<file path="src/rtl/div_pkg.sv">
// Shared definitions for the sequential signed divider: FSM state encodings
// and counter sizing.
package div_pkg;

    localparam logic [1:0] IDLE = 2'd0;
    localparam logic [1:0] RUN  = 2'd1;
    localparam logic [1:0] FIX  = 2'd2;

    localparam int DIV_WIDTH = 32;
    localparam int CNT_W     = $clog2(DIV_WIDTH) + 1;

    // Counter must hold the value WIDTH itself, hence the extra bit.
    function automatic int cnt_width(input int width);
        return $clog2(width) + 1;
    endfunction

endpackage

</file>
<file path="src/rtl/seq_signed_divider_udiv_step.sv">
// One restoring-division iteration on unsigned magnitudes: shift {R,Q} left,
// subtract the divisor when it fits, and record the quotient bit.
module udiv_step
    import div_pkg::*;
#(
    parameter int WIDTH = 32
) (
    input  logic [WIDTH-1:0] rem_in,
    input  logic [WIDTH-1:0] quo_in,
    input  logic [WIDTH-1:0] divisor,
    output logic [WIDTH-1:0] rem_out,
    output logic [WIDTH-1:0] quo_out
);

    logic [WIDTH:0] shifted;
    logic           fits;

    // Compare on WIDTH+1 bits: the shifted remainder can exceed 2^WIDTH-1.
    always_comb begin
        shifted = {rem_in, quo_in[WIDTH-1]};
        fits    = (shifted >= {1'b0, divisor});
        rem_out = fits ? WIDTH'(shifted - {1'b0, divisor}) : shifted[WIDTH-1:0];
        quo_out = {quo_in[WIDTH-2:0], fits};
    end

endmodule

</file>
<file path="src/rtl/seq_signed_divider.sv">
// Multicycle signed divider (DIV): magnitudes are divided one bit per clock,
// then a fix-up cycle applies the quotient/remainder signs.
module seq_signed_divider
    import div_pkg::*;
#(
    parameter int WIDTH = 32
) (
    input  logic             clk,
    input  logic             reset,
    input  logic [WIDTH-1:0] a,
    input  logic [WIDTH-1:0] b,
    input  logic             start,
    output logic [WIDTH-1:0] quotient,
    output logic [WIDTH-1:0] remainder,
    output logic             done,
    output logic             div_by_zero,
    output logic             busy
);

    localparam int CW = cnt_width(WIDTH);

    logic [1:0]       state_q, state_d;
    logic [CW-1:0]    cnt_q, cnt_d;
    logic [WIDTH-1:0] r_q, r_d;
    logic [WIDTH-1:0] q_q, q_d;
    logic [WIDTH-1:0] dvs_q, dvs_d;
    logic             sign_q_q, sign_q_d;
    logic             sign_r_q, sign_r_d;
    logic [WIDTH-1:0] quotient_q, quotient_d;
    logic [WIDTH-1:0] remainder_q, remainder_d;
    logic             done_q, done_d;
    logic             dbz_q, dbz_d;

    logic [WIDTH-1:0] step_r, step_q;

    udiv_step #(.WIDTH(WIDTH)) u_step (
        .rem_in  (r_q),
        .quo_in  (q_q),
        .divisor (dvs_q),
        .rem_out (step_r),
        .quo_out (step_q)
    );

    always_comb begin
        state_d     = state_q;
        cnt_d       = cnt_q;
        r_d         = r_q;
        q_d         = q_q;
        dvs_d       = dvs_q;
        sign_q_d    = sign_q_q;
        sign_r_d    = sign_r_q;
        quotient_d  = quotient_q;
        remainder_d = remainder_q;
        done_d      = 1'b0;
        dbz_d       = dbz_q;
        case (state_q)
            IDLE: begin
                if (start) begin
                    if (b == '0) begin
                        dbz_d  = 1'b1;
                        done_d = 1'b1;
                    end else begin
                        // Unsigned WIDTH-bit magnitude keeps |-2^(WIDTH-1)| exact.
                        q_d      = a[WIDTH-1] ? -a : a;
                        dvs_d    = b[WIDTH-1] ? -b : b;
                        r_d      = '0;
                        sign_q_d = a[WIDTH-1] ^ b[WIDTH-1];
                        sign_r_d = a[WIDTH-1];
                        cnt_d    = CW'(WIDTH);
                        dbz_d    = 1'b0;
                        state_d  = RUN;
                    end
                end
            end
            RUN: begin
                r_d   = step_r;
                q_d   = step_q;
                cnt_d = cnt_q - CW'(1);
                if (cnt_q == CW'(1)) state_d = FIX;
            end
            FIX: begin
                quotient_d  = sign_q_q ? -q_q : q_q;
                remainder_d = sign_r_q ? -r_q : r_q;
                done_d      = 1'b1;
                state_d     = IDLE;
            end
            default: state_d = IDLE;
        endcase
    end

    always_ff @(posedge clk) begin
        if (reset) begin
            state_q     <= IDLE;
            cnt_q       <= '0;
            r_q         <= '0;
            q_q         <= '0;
            dvs_q       <= '0;
            sign_q_q    <= 1'b0;
            sign_r_q    <= 1'b0;
            quotient_q  <= '0;
            remainder_q <= '0;
            done_q      <= 1'b0;
            dbz_q       <= 1'b0;
        end else begin
            state_q     <= state_d;
            cnt_q       <= cnt_d;
            r_q         <= r_d;
            q_q         <= q_d;
            dvs_q       <= dvs_d;
            sign_q_q    <= sign_q_d;
            sign_r_q    <= sign_r_d;
            quotient_q  <= quotient_d;
            remainder_q <= remainder_d;
            done_q      <= done_d;
            dbz_q       <= dbz_d;
        end
    end

    assign quotient    = quotient_q;
    assign remainder   = remainder_q;
    assign done        = done_q;
    assign div_by_zero = dbz_q;
    assign busy        = (state_q == RUN) || (state_q == FIX);

endmodule

</file>
<file path="config.mk">
export PLATFORM = sky130hd
export DESIGN_NAME = seq_signed_divider
export DESIGN_NICKNAME = d
export VERILOG_FILES = /design/src/rtl/div_pkg.sv /design/src/rtl/seq_signed_divider_udiv_step.sv /design/src/rtl/seq_signed_divider.sv
export SDC_FILE = /design/constraint.sdc
export NUM_CORES = 1
export LEC_CHECK = 0
export CORE_MARGIN = 2
export CORE_UTILIZATION = 55
export CTS_CLUSTER_DIAMETER = 60
export DETAILED_ROUTE_END_ITERATION = 6
export GPL_TIMING_DRIVEN = 0
export PLACE_DENSITY = 0.8
export SLEW_MARGIN = 20
export SYNTH_ARGS = -nofsm -noshare
export SYNTH_HDL_FRONTEND = slang
export SYNTH_SLANG_ARGS = --single-unit
</file>
<file path="constraint.sdc">
create_clock -name clk -period 4.85 [get_ports clk]
set_input_delay 0.97 -clock clk [delete_from_list [all_inputs] [get_ports clk]]
set_output_delay 0.97 -clock clk [all_outputs]
set_load 0.005 [all_outputs]
</file>
==> results.toml, run 1 <==
[run_status]
outcome = "finished, final reports clean"

[global_routing]
grtUsageTotal = 0.3052
grt_pass1_wl_um = 49570
antenna_found_initial = 0
grt_pass1_vias = 9527
grt_overflow = 0
grt_start_max_net_pins = 17

[yosys]
yosys_register_bits = 172
synth-compound-area-share = 0.2427
synth.cell_area_sq_mm = 0.01069
synth_mux_area_frac = 0.02529
synth-async-reset-ratio = 0
syn-num-nets = 1456
synth.distinct_cells = 69
synth_top_family_by_area = "compound AO/OA/AOI/OAI gates"
synth_xor_xnor_area_share = 0.1238
ys_warn_count = 0
synth_edf_count = 0
synthSimpleGateAreaFrac = 0.1867
syn_area_per_cell_sq_um = 7.939
synth_cells = 1346
synth_fa_ha_area_frac = 0.05105
synth-seq-area-share = 0.3222
yosys_most_used_dff = "dfxtp_1"

[clock_tree]
htreeDepth = 4
clockRootBuffer = "clkbuf_16"
clk_pin_slew_ns = 0.07
numClockSinks = 172
clk_latency_ns = 0.43
cts_tree = "built"
cts_buffers = 17
cts_resized = 0
postCtsSetupRepairBufs = 0
cts_hold_buf = 0
cts.path.max_buffers = 2

[placement]
port_buffers = 133
hpwlAfterDp_um = 23970
place.gp.congestion = 0.9026

[layout]
drive_gt1_frac = 0.04434
area_growth_pct = 21.34
post-route-util = 0.6864
final_cell_mix = "dfxtp_1, nand2_1, nor2_1"
diodes = 0
layout_commonest_cell = "dfxtp_1"
nets = 1608

[die]
core_area_sq_mm = 0.01889
io_pins = 134
die_w_um = 143.4
num_rows = 50
initial_core_util = 0.5656
dieArea_sq_mm = 0.02056
die_height_um = 143.4

[timing]
setup_viol = 0
finalSetupTns_ns = 0
hold_ws_ns = 0.4732
clock.fmax_mhz = 221.5
min_period_over_period = 0.9310
maxSlewHeadroom = 0.4272
finalHoldViolations = 0
worst_pin_slew_ns = 0.8535
finClkSkew_ns = 0.01130
rsz0062_at_grt = "false"
finalCriticalPeriod_ns = 4.515
report.final.slew_viol_count = 0

[route]
wl_per_cell_um = 17.47
drc = 0
drtIter0Drc = 843
drt-pass1-iter-count = 7
vias = 10370
drtAntennaViolNets = 0
via_per_inst = 5.857
routed_wirelength_um = 30940

[pwr]
clockPowerShare = 0.332
cellInternalPower_w = 0.002861
switchingPower_w = 0.001487
p_comb_frac = 0.288
switching_share = 0.3419
seqPwrFrac = 0.380
cellPowerDensity_mw_per_mm2 = 335.3
p_leak_nw = 4.911
ir_drop_mv = 0.2653

[hold_path]
min_path_type = "flip-flop to flip-flop"

[worst_setup_path]
critPathKind = "input port to flip-flop"
max_stage_delay_ns = 0.62
cp_max_fo = 10
start_kind = "input port"
end_kind = "flip-flop"
cp.arrival_ns = 4.87
critPathSlowestCell = "nor4b_1"
path_cells = "clkdlybuf4s50_1, inv_1, ha_1, nor4b_1, and4b_1, nand4_1, or3_1, clkbuf_1, nand2_2, o21ai_1, nor2_1, buf_2, a22oi_1, o21ai_0"
required_ns = 5.20

[flow_run]
maxCapViolCount = 0
==> cell usage after synthesis, types with 16 or more instances <==
cell type | instances | share of area
clkbuf_1 | 62 | 0.022
o21ai_0 | 90 | 0.042
ha_1 | 42 | 0.049
mux2i_1 | 27 | 0.025
dfxtp_1 | 172 | 0.32
a21oi_1 | 68 | 0.032
xnor2_1 | 36 | 0.030
inv_1 | 55 | 0.019
o31ai_1 | 33 | 0.023
a21o_1 | 23 | 0.016
o41ai_1 | 19 | 0.016
nand2_1 | 166 | 0.058
nor2_1 | 154 | 0.054
xor2_1 | 115 | 0.094
a211oi_1 | 96 | 0.067
or4_1 | 16 | 0.011
==> cells by family (layout without fill, tap and decap cells) <==
family                   count (synthesis)  count (layout)
buffers and inverters                  133             298
adder cells (fa/ha/maj)                 43              43
multiplexers                            27              27
AND/OR/NAND/NOR                        433             433
XOR/XNOR                               151             151
flip-flops                             172             172
AO/OA/AOI/OAI                          387             387
==> final cells by class <==
cell class	count	area [sq um]
clock inverter	14	185.2
inverter	56	210.2
fill	1608	5926
multi-input combinational	1041	6728
buffer	77	305.3
timing repair buffer	133	1331
sequential	172	3443
clock buffer	18	439.2
tap	260	325.3
==> layer usage <==
layer  track usage  wire length, um  vias up
met3       0.03732             2345       58
met2        0.4574            13350      465
met1        0.4469            14430     4757
met4        0.1171              814        0
met5             0                0        -
li1              -                -     5093
==> metrics by stage <==
stage | setup slack (ns) | cells | cell area, sq um | total power [W]
3_3_place_gp | 0.1568 | 1739 | 12340 | 0.002864
5_1_grt | 0.1253 | 1771 | 12970 | 0.004547
6_report | 0.3349 | 1771 | 12970 | 0.004348
2_1_floorplan | 1.363 | 1346 | 10690 | 0.002505
3_5_place_dp | 0.1142 | 1739 | 12340 | 0.002895
4_1_cts | 0.5107 | 1771 | 12970 | 0.004318
==> state kept, by name, summed over array words and instances (netlist names) <==
register	cells
sign_r_q	1
r_q	32
state_q	2
quotient	32
dvs_q	32
div_by_zero	1
cnt_q	6
done	1
sign_q_q	1
q_q	32
remainder	32
==> worst paths after layout <==
kind / end / start / slack [ns] / cells after the start
setup / recovery: r_q[30]$_SDFFE_PP0P_ / b[0] / 0.33 / 14
hold / removal: dvs_q[0]$_SDFFE_PP0P_ / dvs_q[0]$_SDFFE_PP0P_ / 0.47 / 2
setup reg to reg: r_q[12]$_SDFFE_PP0P_ / r_q[10]$_SDFFE_PP0P_ / 0.98 / 10
hold reg to reg: dvs_q[0]$_SDFFE_PP0P_ / dvs_q[0]$_SDFFE_PP0P_ / 0.47 / 2
==> power by group through the flow <==
| stage | Combinational (W) | Sequential, W | Clock [W] |
|---|---|---|---|
| global placement | 0.00119 | 0.00167 | 0 |
| detailed placement | 0.00122 | 0.00168 | 0 |
| finish | 0.00125 | 0.00165 | 0.00144 |
| floorplan | 0.000866 | 0.00164 | 0 |
| CTS | 0.00123 | 0.00165 | 0.00144 |
| global route | 0.00138 | 0.00167 | 0.00150 |
==> critical path, delay by kind of cell <==
family	cells	cell delay [ns]
buffers and inverters	4	1.10
AND/OR/NAND/NOR	6	2.10
adder cells (fa/ha/maj)	1	0.17
AO/OA/AOI/OAI	3	0.52
No activity file was read; power rests on OpenSTA's default activity.
==> run 2, diff against run 1 <==
--- a/config.mk
+++ b/config.mk
@@ -10,6 +10,7 @@
 export CTS_CLUSTER_DIAMETER = 60
 export DETAILED_ROUTE_END_ITERATION = 6
 export GPL_TIMING_DRIVEN = 0
+export MAX_ROUTING_LAYER = met4
 export PLACE_DENSITY = 0.8
 export SLEW_MARGIN = 20
 export SYNTH_ARGS = -nofsm -noshare
==> results.toml, run 2 (synthesis gave the netlist of run 1 again) <==
[clock_tree]
cts.path.max_buffers = 2
cts_resized = 0
clockRootBuffer = "clkbuf_16"
numClockSinks = 172
clk_pin_slew_ns = 0.06
postCtsSetupRepairBufs = 0
cts_buffers = 17
cts_hold_buf = 0
clk_latency_ns = 0.43
cts_tree = "built"
htreeDepth = 4

[die]
io_pins = 134
initial_core_util = 0.5656
die_w_um = 143.4
core_area_sq_mm = 0.01889
dieArea_sq_mm = 0.02056
num_rows = 50
die_height_um = 143.4

[worst_setup_path]
cp.arrival_ns = 4.74
end_kind = "flip-flop"
cp_max_fo = 10
start_kind = "input port"
required_ns = 5.20
critPathSlowestCell = "nor4b_1"
critPathKind = "input port to flip-flop"
path_cells = "clkdlybuf4s50_1, inv_1, ha_1, nor4b_1, and4b_1, nand4_1, or3_1, clkbuf_1, nand2_2, o21ai_1, nor2_1, buf_2, a22oi_1, o21ai_0"
max_stage_delay_ns = 0.54

[run_status]
outcome = "finished, final reports clean"

[layout]
layout_commonest_cell = "dfxtp_1"
area_growth_pct = 21.11
multi_input_area_sq_mm = 0.006728
seq_area_sq_mm = 0.003443
diodes = 0
fill_cells = 1630
drive_gt1_frac = 0.04241
nets = 1608
final_cell_mix = "dfxtp_1, nand2_1, nor2_1"

[route]
drtIter0Drc = 888
via_per_inst = 5.797
wl_per_cell_um = 17.52
drtAntennaViolNets = 0
drc = 0
routed_wirelength_um = 30990
drt-pass1-iter-count = 5
vias = 10260

[global_routing]
grtUsageTotal = 0.3131
antenna_found_initial = 0
grt_start_max_net_pins = 17
grt_pass1_wl_um = 49090
grt_pass1_vias = 9327
grt_overflow = 0

[timing]
maxSlewHeadroom = 0.4265
clock.fmax_mhz = 227.4
finalSetupTns_ns = 0
setup_viol = 0
min_period_over_period = 0.9068
setup_ws_ns = 0.4522
worst_pin_slew_ns = 0.8545
finalHoldViolations = 0
finClkSkew_ns = 0.01410
report.final.slew_viol_count = 0
finalCriticalPeriod_ns = 4.398
rsz0062_at_grt = "false"
hold_ws_ns = 0.4830

[pwr]
p_leak_nw = 4.891
cellPowerDensity_mw_per_mm2 = 333.1
ir_drop_mv = 0.2777

[placement]
hpwlAfterDp_um = 23970
place.gp.congestion = 0.9580
preCtsSetupSlack_ns = 0.09101
port_buffers = 133

[flow_run]
maxCapViolCount = 0

[hold_path]
min_path_type = "flip-flop to flip-flop"
-- run 2: cell count changes in the layout (fill, tap and decap cells not counted), sizes merged --
| cell | delta |
|---|---|
| clkinv | -2 |
| inv | -4 |
| clkinvlp | +2 |
| clkbuf | +2 |
-- run 2: through the flow --
stage | instance area (sq um) | total power (W) | utilization | std cells
2_1_floorplan | 10690 | 0.002505 | - | 1346
3_3_place_gp | 12340 | 0.002866 | 0.6533 | 1739
3_5_place_dp | 12340 | 0.002891 | 0.6533 | 1739
4_1_cts | 12940 | 0.004289 | 0.6850 | 1769
5_1_grt | 12940 | 0.004510 | 0.6850 | 1769
6_report | 12940 | 0.004312 | 0.6850 | 1769
-- run 2: metal layers --
| metal | wire length [um] | vias to the layer above | GRT usage |
|---|---|---|---|
| li1 | - | 5079 | - |
| met1 | 14900 | 4759 | 0.4464 |
| met2 | 13460 | 369 | 0.4614 |
| met3 | 1987 | 48 | 0.04365 |
| met4 | 641 | 0 | 0.09391 |
| met5 | 0 | - | - |
-- run 2: final timing paths --
| path | endpoint | cells past startpoint | from | slack [ns] |
|---|---|---|---|---|
| worst min-delay path | remainder[26]$_SDFFE_PP0P_ | 2 | remainder[26]$_SDFFE_PP0P_ | 0.48 |
| worst max register to register | r_q[14]$_SDFFE_PP0P_ | 10 | r_q[6]$_SDFFE_PP0P_ | 0.90 |
| worst min register to register | remainder[26]$_SDFFE_PP0P_ | 2 | remainder[26]$_SDFFE_PP0P_ | 0.48 |
| worst max-delay path | r_q[9]$_SDFFE_PP0P_ | 14 | b[0] | 0.45 |
-- run 2: worst max-delay path: cells and delay by family --
family	cells	cell delay, ns
simple gates	6	2.00
buf+inv	4	1.08
compound gates	3	0.50
fa+ha+maj	1	0.17
-- run 2: final cells by class --
cell class	instances	area share
clock inverter	10	0.01102
multi-input combinational	1041	0.5198
sequential	172	0.2660
buffer	77	0.02359
clock buffer	20	0.03529
tap	260	0.02514
inverter	56	0.01624
timing repair buffer	133	0.1029
-- run 2: power breakdown --
| group | internal [W] | switching (W) |
|---|---|---|
| combinational | 0.000497 | 0.000752 |
| clock | 0.000833 | 0.000577 |
| sequential | 0.00153 | 0.000125 |
